`src/rtl/timer_ctrl.sv`:
```
// timer_ctrl - prescaled period counter sequencer for periodic ticks and
// one-shot delays.
//
// A start command latches period/presc/oneshot and enters RUN. A prescaler
// counts 0..presc_q; each wrap is a "step" that advances the main count.
// When the main count reaches period_q-1 on a step it wraps to 0 and a
// registered one-cycle tick is raised. In one-shot mode the same edge returns
// to IDLE and raises done alongside tick.
//
// Ports:
//   clk      system clock, rising edge
//   rst_     asynchronous active-low reset
//   start    start/restart command (ignored when stop is also high)
//   stop     stop command, highest priority
//   pause    level; holds the counters while high
//   oneshot  mode latched at start (1 = one-shot, 0 = periodic)
//   period   ticks per event, latched at start (0 behaves as 1)
//   presc    prescaler value, latched at start (divide ratio presc+1)
//   busy     high in RUN and PAUSED
//   tick     one-cycle pulse on every period expiry
//   done     one-cycle pulse on one-shot completion, coincident with tick
//   count    current main count
//
// Optional feature macro: TIMER_CTRL_IRQ_EN
//   Adds irq_clr input and sticky irq output. irq is set in the cycle tick
//   is high; irq_clr clears it at the next edge, a simultaneous set wins.

module timer_ctrl #(
    parameter int PRESC_MAX = 50,
    parameter int W         = 16
) (
`ifdef TIMER_CTRL_IRQ_EN
    input  logic                         irq_clr,
    output logic                         irq,
`endif
    input  logic                         clk,
    input  logic                         rst_,
    input  logic                         start,
    input  logic                         stop,
    input  logic                         pause,
    input  logic                         oneshot,
    input  logic [W-1:0]                 period,
    input  logic [$clog2(PRESC_MAX)-1:0] presc,
    output logic                         busy,
    output logic                         tick,
    output logic                         done,
    output logic [W-1:0]                 count
);

    localparam int PW = $clog2(PRESC_MAX);

    typedef enum logic [1:0] {IDLE, RUN, PAUSED} state_t;

    state_t        state_q, state_d;
    logic [W-1:0]  count_q, count_d;
    logic [PW-1:0] psc_q, psc_d;
    logic [W-1:0]  period_q, period_d;
    logic [PW-1:0] presc_q, presc_d;
    logic          oneshot_q, oneshot_d;
    logic          tick_q, tick_d;
    logic          done_q, done_d;

    logic [W-1:0]  eff_period;
    logic [W:0]    last_cnt;
    logic          step;
    logic          wrap_cnt;

    // period 0 behaves as period 1; last_cnt is formed one bit wider so the
    // subtraction can never underflow.
    assign eff_period = (period_q == '0) ? {{(W-1){1'b0}}, 1'b1} : period_q;
    assign last_cnt   = {1'b0, eff_period} - {{W{1'b0}}, 1'b1};
    assign step       = (psc_q == presc_q);
    assign wrap_cnt   = ({1'b0, count_q} >= last_cnt);

    always_ff @(posedge clk or negedge rst_) begin
        if (!rst_) begin
            state_q   <= IDLE;
            count_q   <= '0;
            psc_q     <= '0;
            period_q  <= '0;
            presc_q   <= '0;
            oneshot_q <= 1'b0;
            tick_q    <= 1'b0;
            done_q    <= 1'b0;
        end else begin
            state_q   <= state_d;
            count_q   <= count_d;
            psc_q     <= psc_d;
            period_q  <= period_d;
            presc_q   <= presc_d;
            oneshot_q <= oneshot_d;
            tick_q    <= tick_d;
            done_q    <= done_d;
        end
    end

    always_comb begin
        state_d   = state_q;
        count_d   = count_q;
        psc_d     = psc_q;
        period_d  = period_q;
        presc_d   = presc_q;
        oneshot_d = oneshot_q;
        tick_d    = 1'b0;
        done_d    = 1'b0;

        if (stop) begin
            state_d = IDLE;
            count_d = '0;
            psc_d   = '0;
        end else if (start) begin
            // Restart discards any tick that would have fallen on this edge.
            state_d   = RUN;
            count_d   = '0;
            psc_d     = '0;
            period_d  = period;
            presc_d   = presc;
            oneshot_d = oneshot;
        end else begin
            case (state_q)
                RUN, PAUSED: begin
                    // In PAUSED nothing moves until pause drops; the release
                    // cycle already counts, as a RUN cycle would.
                    if (!(state_q == PAUSED && pause)) begin
                        state_d = pause ? PAUSED : RUN;
                        if (step && wrap_cnt) begin
                            // A wrap step still completes when pause rises
                            // in the same cycle.
                            tick_d  = 1'b1;
                            count_d = '0;
                            psc_d   = '0;
                            if (oneshot_q) begin
                                state_d = IDLE;
                                done_d  = 1'b1;
                            end
                        end else if (!pause) begin
                            psc_d = step ? '0 : psc_q + 1'b1;
                            if (step) count_d = count_q + 1'b1;
                        end
                    end
                end
                default: ;
            endcase
        end
    end

    assign busy  = (state_q != IDLE);
    assign tick  = tick_q;
    assign done  = done_q;
    assign count = count_q;

`ifdef TIMER_CTRL_IRQ_EN
    // Set from the same next-state term that raises tick, so irq appears
    // together with tick and beats a clear on that edge.
    always_ff @(posedge clk or negedge rst_) begin
        if (!rst_)        irq <= 1'b0;
        else if (tick_d)  irq <= 1'b1;
        else if (irq_clr) irq <= 1'b0;
    end
`endif

endmodule

```
`config.mk`:
```
export PLATFORM = sky130hd
export DESIGN_NAME = timer_ctrl
export DESIGN_NICKNAME = d
export VERILOG_FILES = /design/src/rtl/timer_ctrl.sv
export SDC_FILE = /design/constraint.sdc
export NUM_CORES = 1
export LEC_CHECK = 0
export ABC_AREA = 1
export CAP_MARGIN = 20
export CELL_PAD_IN_SITES_DETAIL_PLACEMENT = 1
export CELL_PAD_IN_SITES_GLOBAL_PLACEMENT = 1
export CORE_ASPECT_RATIO = 0.9
export CORE_MARGIN = 2
export CORE_UTILIZATION = 40
export CTS_CLUSTER_DIAMETER = 100
export CTS_CLUSTER_SIZE = 28
export DETAILED_ROUTE_END_ITERATION = 8
export GPL_ROUTABILITY_DRIVEN = 0
export PLACE_DENSITY = 0.87
export SLEW_MARGIN = 15
export SYNTH_ARGS = -nofsm -noshare
export SYNTH_HDL_FRONTEND = slang
export SYNTH_SLANG_ARGS = --single-unit
export TNS_END_PERCENT = 10
```
`constraint.sdc`:
```
create_clock -name clk -period 4.5 [get_ports clk]
set_clock_uncertainty 0.15 [all_clocks]
set_input_delay 0.9 -clock clk [delete_from_list [all_inputs] [get_ports clk]]
set_output_delay 0.9 -clock clk [all_outputs]
set_load 0.01 [all_outputs]
```
* Word-level counts from Yosys, hierarchy flattened
Cells that the tools add are included.
** Cells by class
- Add/subtract/negate cells :: 3
- $lt $le $gt $ge :: 1
- Eq/ne operators :: 5
- Muxes and demuxes :: 33
- Bitwise gates (word level) :: 1
- Reduce and logical (&&, ||, !) cells :: 11
** Operators by type and width (number)
- 2-to-1 mux 16 bit :: 8
- 2-to-1 mux 6 bit :: 7
- >= comparator 16 x 17 -> 1 bit :: 1
- subtractor 16 x 1 -> 17 bit, second input constant :: 1
- adder 16 x 1 -> 16 bit, second input constant :: 1
- logical NOT 16 bit :: 1
- 2-to-1 mux 2 bit :: 7
- 2-to-1 mux 1 bit :: 11
- adder 6 x 1 -> 6 bit, second input constant :: 1
- equality test 6 bit :: 1
- inequality test 4 x 3 -> 1 bit, second input constant :: 1
- AND reduction 2 bit :: 2
- AND reduction 4 bit :: 1
- nonzero test 4 bit :: 1
- inequality test 3 bit, second input constant :: 1
- AND reduction 3 bit :: 1
- nonzero test 3 bit :: 1
- equality test 2 x 1 -> 1 bit, second input constant :: 1
- equality test 2 bit, second input constant :: 1
- logical AND 1 bit :: 2
- nonzero test 2 bit :: 1
- OR reduction 2 bit :: 1
- NOT 1 bit :: 1
** Word-level totals
- Bits in registers :: 49
- Bits of input ports :: 28
- Output and inout bits :: 19
- Word-level logic and storage cells :: 62

* Depth between registers and ports, before layout
- Depth after elaboration :: 10
- Depth in mapped cells :: 27
- Depth with buffers taken out :: 26

* Worst setup path before layout
Ideal clock, no wire load.
- Kind :: register to register
- Start :: register period_q[8]
- End :: register count_q[12], in the netlist count[12]
- Setup time :: 65 ps
- Arrival :: 3171 ps
- Data required time :: 4285 ps
- Slack :: 1114 ps
- Cell stages (with the launch flop) :: 27
- Path buffers :: 2
- Clock period less this slack :: 3386 ps
- Cell sequence :: dfrtp_1 -> inv_2 -> nand2_2 -> nor2_1 -> nand2_2 -> nor2_1 -> a21oi_1 -> ha_1 -> inv_1 -> nor3_4 -> nand2_4 -> nor2_1 -> nand2_1 -> xor2_1 -> ha_1 -> nand2_1 -> nor2_1 -> nand3_1 -> nor2_1 -> o21bai_1 -> nand2_2 -> nand2_2 -> buf_6 -> a21oi_4 -> buf_6 -> nand3_1 -> nand2_1
** Between the ends
- Longest elaborated chain between the ends :: 10
- Elaborated cells between the ends (all ways) :: 13
- Classes of those cells :: 1 x add/sub; 1 x order compare; 1 x eq/ne; 6 x mux; 4 x reduce/logical
** RTL lines
- from (decl) :: RTL line 57 : logic [W-1:0] period_q, period_d;
- from (signal assigned) :: RTL line 89 : period_q <= period_d;
- logical NOT 16 bit :: RTL line 70 : assign eff_period = (period_q == '0) ? {{(W-1){1'b0}}, 1'b1} : period_q;
- 2-to-1 mux 16 bit (*) :: RTL line 70
- subtractor 16 x 1 -> 17 bit (*) :: RTL line 71 : assign last_cnt = {1'b0, eff_period} - {{W{1'b0}}, 1'b1};
- >= comparator 16 x 17 -> 1 bit (*) :: RTL line 73 : assign wrap_cnt = ({1'b0, count_q} >= last_cnt);
- logical AND 1 bit (*) :: RTL line 126 : if (step && wrap_cnt) begin
- 2-to-1 mux 16 bit :: RTL line 126
- 2-to-1 mux 16 bit :: RTL line 124 : if (!(state_q == PAUSED && pause)) begin
- 2-to-1 mux 16 bit :: RTL line 120 : case (state_q)
- 2-to-1 mux 16 bit :: RTL line 111 : end else if (start) begin
- 2-to-1 mux 16 bit :: RTL line 107 : if (stop) begin
- to (signal assigned) :: RTL line 87 : count_q <= count_d;
- to (decl) :: RTL line 55 : logic [W-1:0] count_q, count_d;
Mark *: on every way between the ends. The rest lies on a longest branch, timed or not. The select of a mux whose other input is x is not followed.
A chain may end at the register's enable or synchronous reset.

* Worst setup path after layout
- Start :: register period_q[8]
- End :: register count_q[6], in the netlist count[6]
The elaborated chain is that of the path after synthesis.

==> metrics.txt <==
instance count of the mapped netlist 436; fraction of synthesized cell area taken by the top area cell type 0.368; dominant cell by count in the synthesized netlist sky130_fd_sc_hd__nand2_1; Tightest Hold Check Type flip-flop to flip-flop; remaining design rule violation count 0; Int Pwr 723 uW; global routing met2 resource utilization 0.363; horizontal extent of the die 100 um; WL per Instance 15.1 um; aggregate global-route resource usage 0.208; switching component of the power 302 uW; leakage power summed over all cells 1.98 nW; Worst Path Arrival 4180 ps; post-route antenna net violation count 0; CTS tree built; ratio of cells with drive above 1 in the final layout 0.0948; count of routing violations after the opening detailed-route iteration 79; buffer levels on the longest clock path 2; sequential share of power 0.491; maximum resistive drop on vdd 0.161 mV; critical path class flip-flop to flip-flop; slew of the pin with the lowest slew margin 628 ps; Final nets 534; combinational group share of total power 0.206; met1 layer usage reported by global route 0.268; net switching share of the total power 0.294; Primary FF master, synth sky130_fd_sc_hd__dfrtp_1; largest area contributor in the netlist sky130_fd_sc_hd__dfrtp_1; synthesized area divided by synthesized cell count 7.64 um2; setup repair after global routing missed its margin false; count of max-cap constraint violations 0; Reg clk slew, reported paths 90 ps; share of async-settable or async-resettable flops after synthesis 1.00; met3 Usage GRT 0.0255; Total Neg Setup Slack 0 ps; number of register bits inferred by synthesis 49; Worst slew margin 0.581; leading post-synthesis cells by cell area sky130_fd_sc_hd__dfrtp_1 37%, sky130_fd_sc_hd__nand2_1 11%, sky130_fd_sc_hd__ha_1 7.9%; Synthesis Warnings 0; Hold WS 382 ps; area of the placeable core 8070 um2; number of antenna violations at the first check in global routing 0; number of detailed-routing iterations run before antenna repair 4; Placement Rows 31; maximum level of the CTS H-tree 2; hold buffer count at CTS 0; via count of the first global-routing pass 3117; number of enable-type register cells in the synthesized netlist 0; clock net sink count 49; Routed Wire Length 8.83 mm; areal power density over the cells 256 nW/um2; half-perimeter wire length after detailed placement 6.84 mm; area growth from synthesis to final layout 20.0%; final period utilization 0.906; routed via count divided by cell count 5.08; layer with the highest usage after global routing met2; io pins 47; global route total overflow 0; starting utilization of the core area 0.413; Max Freq 245 MHz; count of distinct cell types in the synthesized netlist 32; run status finished clean; highest fanout seen on the critical path 15; number of endpoints with negative hold slack in the final report 0; Mapped Nets 485; netlist area before placement 3330 um2; total of fill cells in the finished design 1009; final period demand of the worst path 4080 ps; commonest cells in the synthesized netlist 94 x sky130_fd_sc_hd__nand2_1, 60 x sky130_fd_sc_hd__nor2_1, 53 x sky130_fd_sc_hd__inv_1; Antenna Cells 0; element type at the critical path end flip-flop; Total Die Area 9080 um2; number of buffers inserted by port buffering 46; Final setup viols 0; CTS buffer count 5; share of the yosys chip area belonging to registers 0.368; required arrival time at the worst endpoint 4600 ps; Worst-Skew Late Latency 310 ps; critical path launch point type flip-flop; Clk network pwr share 0.304; height of the chip 90.6 um; vias after detailed routing 2968; root buffer cell sky130_fd_sc_hd__clkbuf_8; Final Max Tran Viols 0; global-route wire length before repair 15.0 mm; largest net degree at the start of global routing 50
## metrics by stage
step	instance area [um2]	worst slack, ps	total power [mW]	utilization	cells
floorplan	3330	1110	0.637	-	436
global placement	3860	625	0.705	0.479	574
detailed placement	3860	361	0.718	0.479	574
CTS	3970	325	1.03	0.492	581
global route	4000	1.61	1.08	0.496	584
finish	4000	422	1.02	0.496	584
## flip-flops by register name, summed over array words and instances (netlist names)
register   cells
oneshot_q      1
presc_q        6
psc_q          6
period_q      16
state_q        2
tick           1
count         16
done           1
## cells in the final DEF (no fill, tap or decap)
master and instances:
sky130_fd_sc_hd__nand2_1 94, sky130_fd_sc_hd__nor2_1 60, sky130_fd_sc_hd__inv_1 53, sky130_fd_sc_hd__dfrtp_1 49
sky130_fd_sc_hd__clkdlybuf4s50_1 45, sky130_fd_sc_hd__nand3_1 34, sky130_fd_sc_hd__xor2_1 27, sky130_fd_sc_hd__a21oi_1 23
sky130_fd_sc_hd__ha_1 21, sky130_fd_sc_hd__mux2_2 8, sky130_fd_sc_hd__nor3_1 7, sky130_fd_sc_hd__nand2_2 6
sky130_fd_sc_hd__o21ai_0 6, sky130_fd_sc_hd__buf_4 6, sky130_fd_sc_hd__inv_2 5, sky130_fd_sc_hd__nand4_1 5
sky130_fd_sc_hd__clkbuf_8 5, sky130_fd_sc_hd__xnor2_1 4, sky130_fd_sc_hd__nor4_1 4, sky130_fd_sc_hd__o21ai_2 4
sky130_fd_sc_hd__nor2_2 3, sky130_fd_sc_hd__nand2_4 2, sky130_fd_sc_hd__o22ai_1 2, sky130_fd_sc_hd__nor3_4 1
sky130_fd_sc_hd__nor3_2 1, sky130_fd_sc_hd__o21ai_1 1, sky130_fd_sc_hd__o21bai_1 1, sky130_fd_sc_hd__a21o_1 1
sky130_fd_sc_hd__nand3b_1 1, sky130_fd_sc_hd__clkinv_1 1, sky130_fd_sc_hd__a21oi_4 1, sky130_fd_sc_hd__nand3_4 1
sky130_fd_sc_hd__bufinv_16 1, sky130_fd_sc_hd__clkinv_2 1, sky130_fd_sc_hd__buf_2 1
## worst max-delay path: stages (launching register included)
cell and delay [ps]:
sky130_fd_sc_hd__dfrtp_1 440, sky130_fd_sc_hd__inv_2 70, sky130_fd_sc_hd__nand2_2 90, sky130_fd_sc_hd__nor2_1 60, sky130_fd_sc_hd__nand2_2 90, sky130_fd_sc_hd__nor2_1 60
sky130_fd_sc_hd__a21oi_1 260, sky130_fd_sc_hd__ha_1 240, sky130_fd_sc_hd__inv_1 80, sky130_fd_sc_hd__nor3_4 200, sky130_fd_sc_hd__nand2_4 100, sky130_fd_sc_hd__nor2_1 180
sky130_fd_sc_hd__nand2_1 110, sky130_fd_sc_hd__xor2_1 150, sky130_fd_sc_hd__ha_1 290, sky130_fd_sc_hd__nand2_1 70, sky130_fd_sc_hd__nor2_1 130, sky130_fd_sc_hd__nand3_1 90
sky130_fd_sc_hd__nor2_1 100, sky130_fd_sc_hd__o21bai_1 90, sky130_fd_sc_hd__nand2_2 70, sky130_fd_sc_hd__nand2_2 170, sky130_fd_sc_hd__a21oi_4 270, sky130_fd_sc_hd__buf_4 270
sky130_fd_sc_hd__nand3_1 100, sky130_fd_sc_hd__nand2_1 80
## routing by layer
layer,wire (um),vias to the layer above,share of wire
met5,0,-,0
met2,4460,49,0.50
li1,-,1486,-
met4,113,0,0.013
met1,4050,1423,0.46
met3,212,10,0.024
## layout make-up
class	count	area (um2)	share of cell area
flip-flops and latches	49	1230	0.307
repair buffers	52	500	0.125
inverters	59	221	0.0554
well taps	99	124	0.0310
multi-input cells	318	1820	0.456
clock buffers	5	68.8	0.0172
clock inverters	2	35.0	0.00876
## power groups by stage
| stage | combinational (mW) | sequential [mW] | clock, mW |
|---|---|---|---|
| 3_5_place_dp | 0.206 | 0.512 | 0 |
| 3_3_place_gp | 0.196 | 0.509 | 0 |
| 2_1_floorplan | 0.133 | 0.504 | 0 |
| 4_1_cts | 0.209 | 0.503 | 0.320 |
| 5_1_grt | 0.239 | 0.507 | 0.337 |
| 6_report | 0.211 | 0.503 | 0.311 |
## final timing paths
| kind | startpoint | endpoint | slack [ps] | depth (start not counted) |
|---|---|---|---|---|
| setup / recovery | period_q[8]$_DFFE_PN0P_ | count[6]$_DFFE_PN0P_ | 420 | 25 |
| hold / removal | presc_q[4]$_DFFE_PN0P_ | presc_q[4]$_DFFE_PN0P_ | 380 | 1 |
| setup reg to reg | period_q[8]$_DFFE_PN0P_ | count[6]$_DFFE_PN0P_ | 420 | 25 |
| hold reg to reg | presc_q[4]$_DFFE_PN0P_ | presc_q[4]$_DFFE_PN0P_ | 380 | 1 |
| max in group asynchronous | rst_ | period_q[13]$_DFFE_PN0P_ | 3230 | 2 |
| min in group asynchronous | rst_ | count[2]$_DFFE_PN0P_ | 530 | 2 |
## logic make-up after synthesis
group / Yosys count / share of synthesized area
adders and majority gates: 21 / 0.0788
muxes: 8 / 0.0270
DFF: 49 / 0.368
xor gates and xnor gates: 31 / 0.0815
and+or+nand+nor: 219 / 0.289
AOI/OAI and AO/OA: 39 / 0.0687
buffers and inverters: 69 / 0.0875
## repair_timing
item	in CTS	in global routing
setup endpoints to repair	0	22
resized for setup	0	1
endpoints found under the hold margin	0	0
setup buffers	0	3
(Power assumes the default switching activity.)
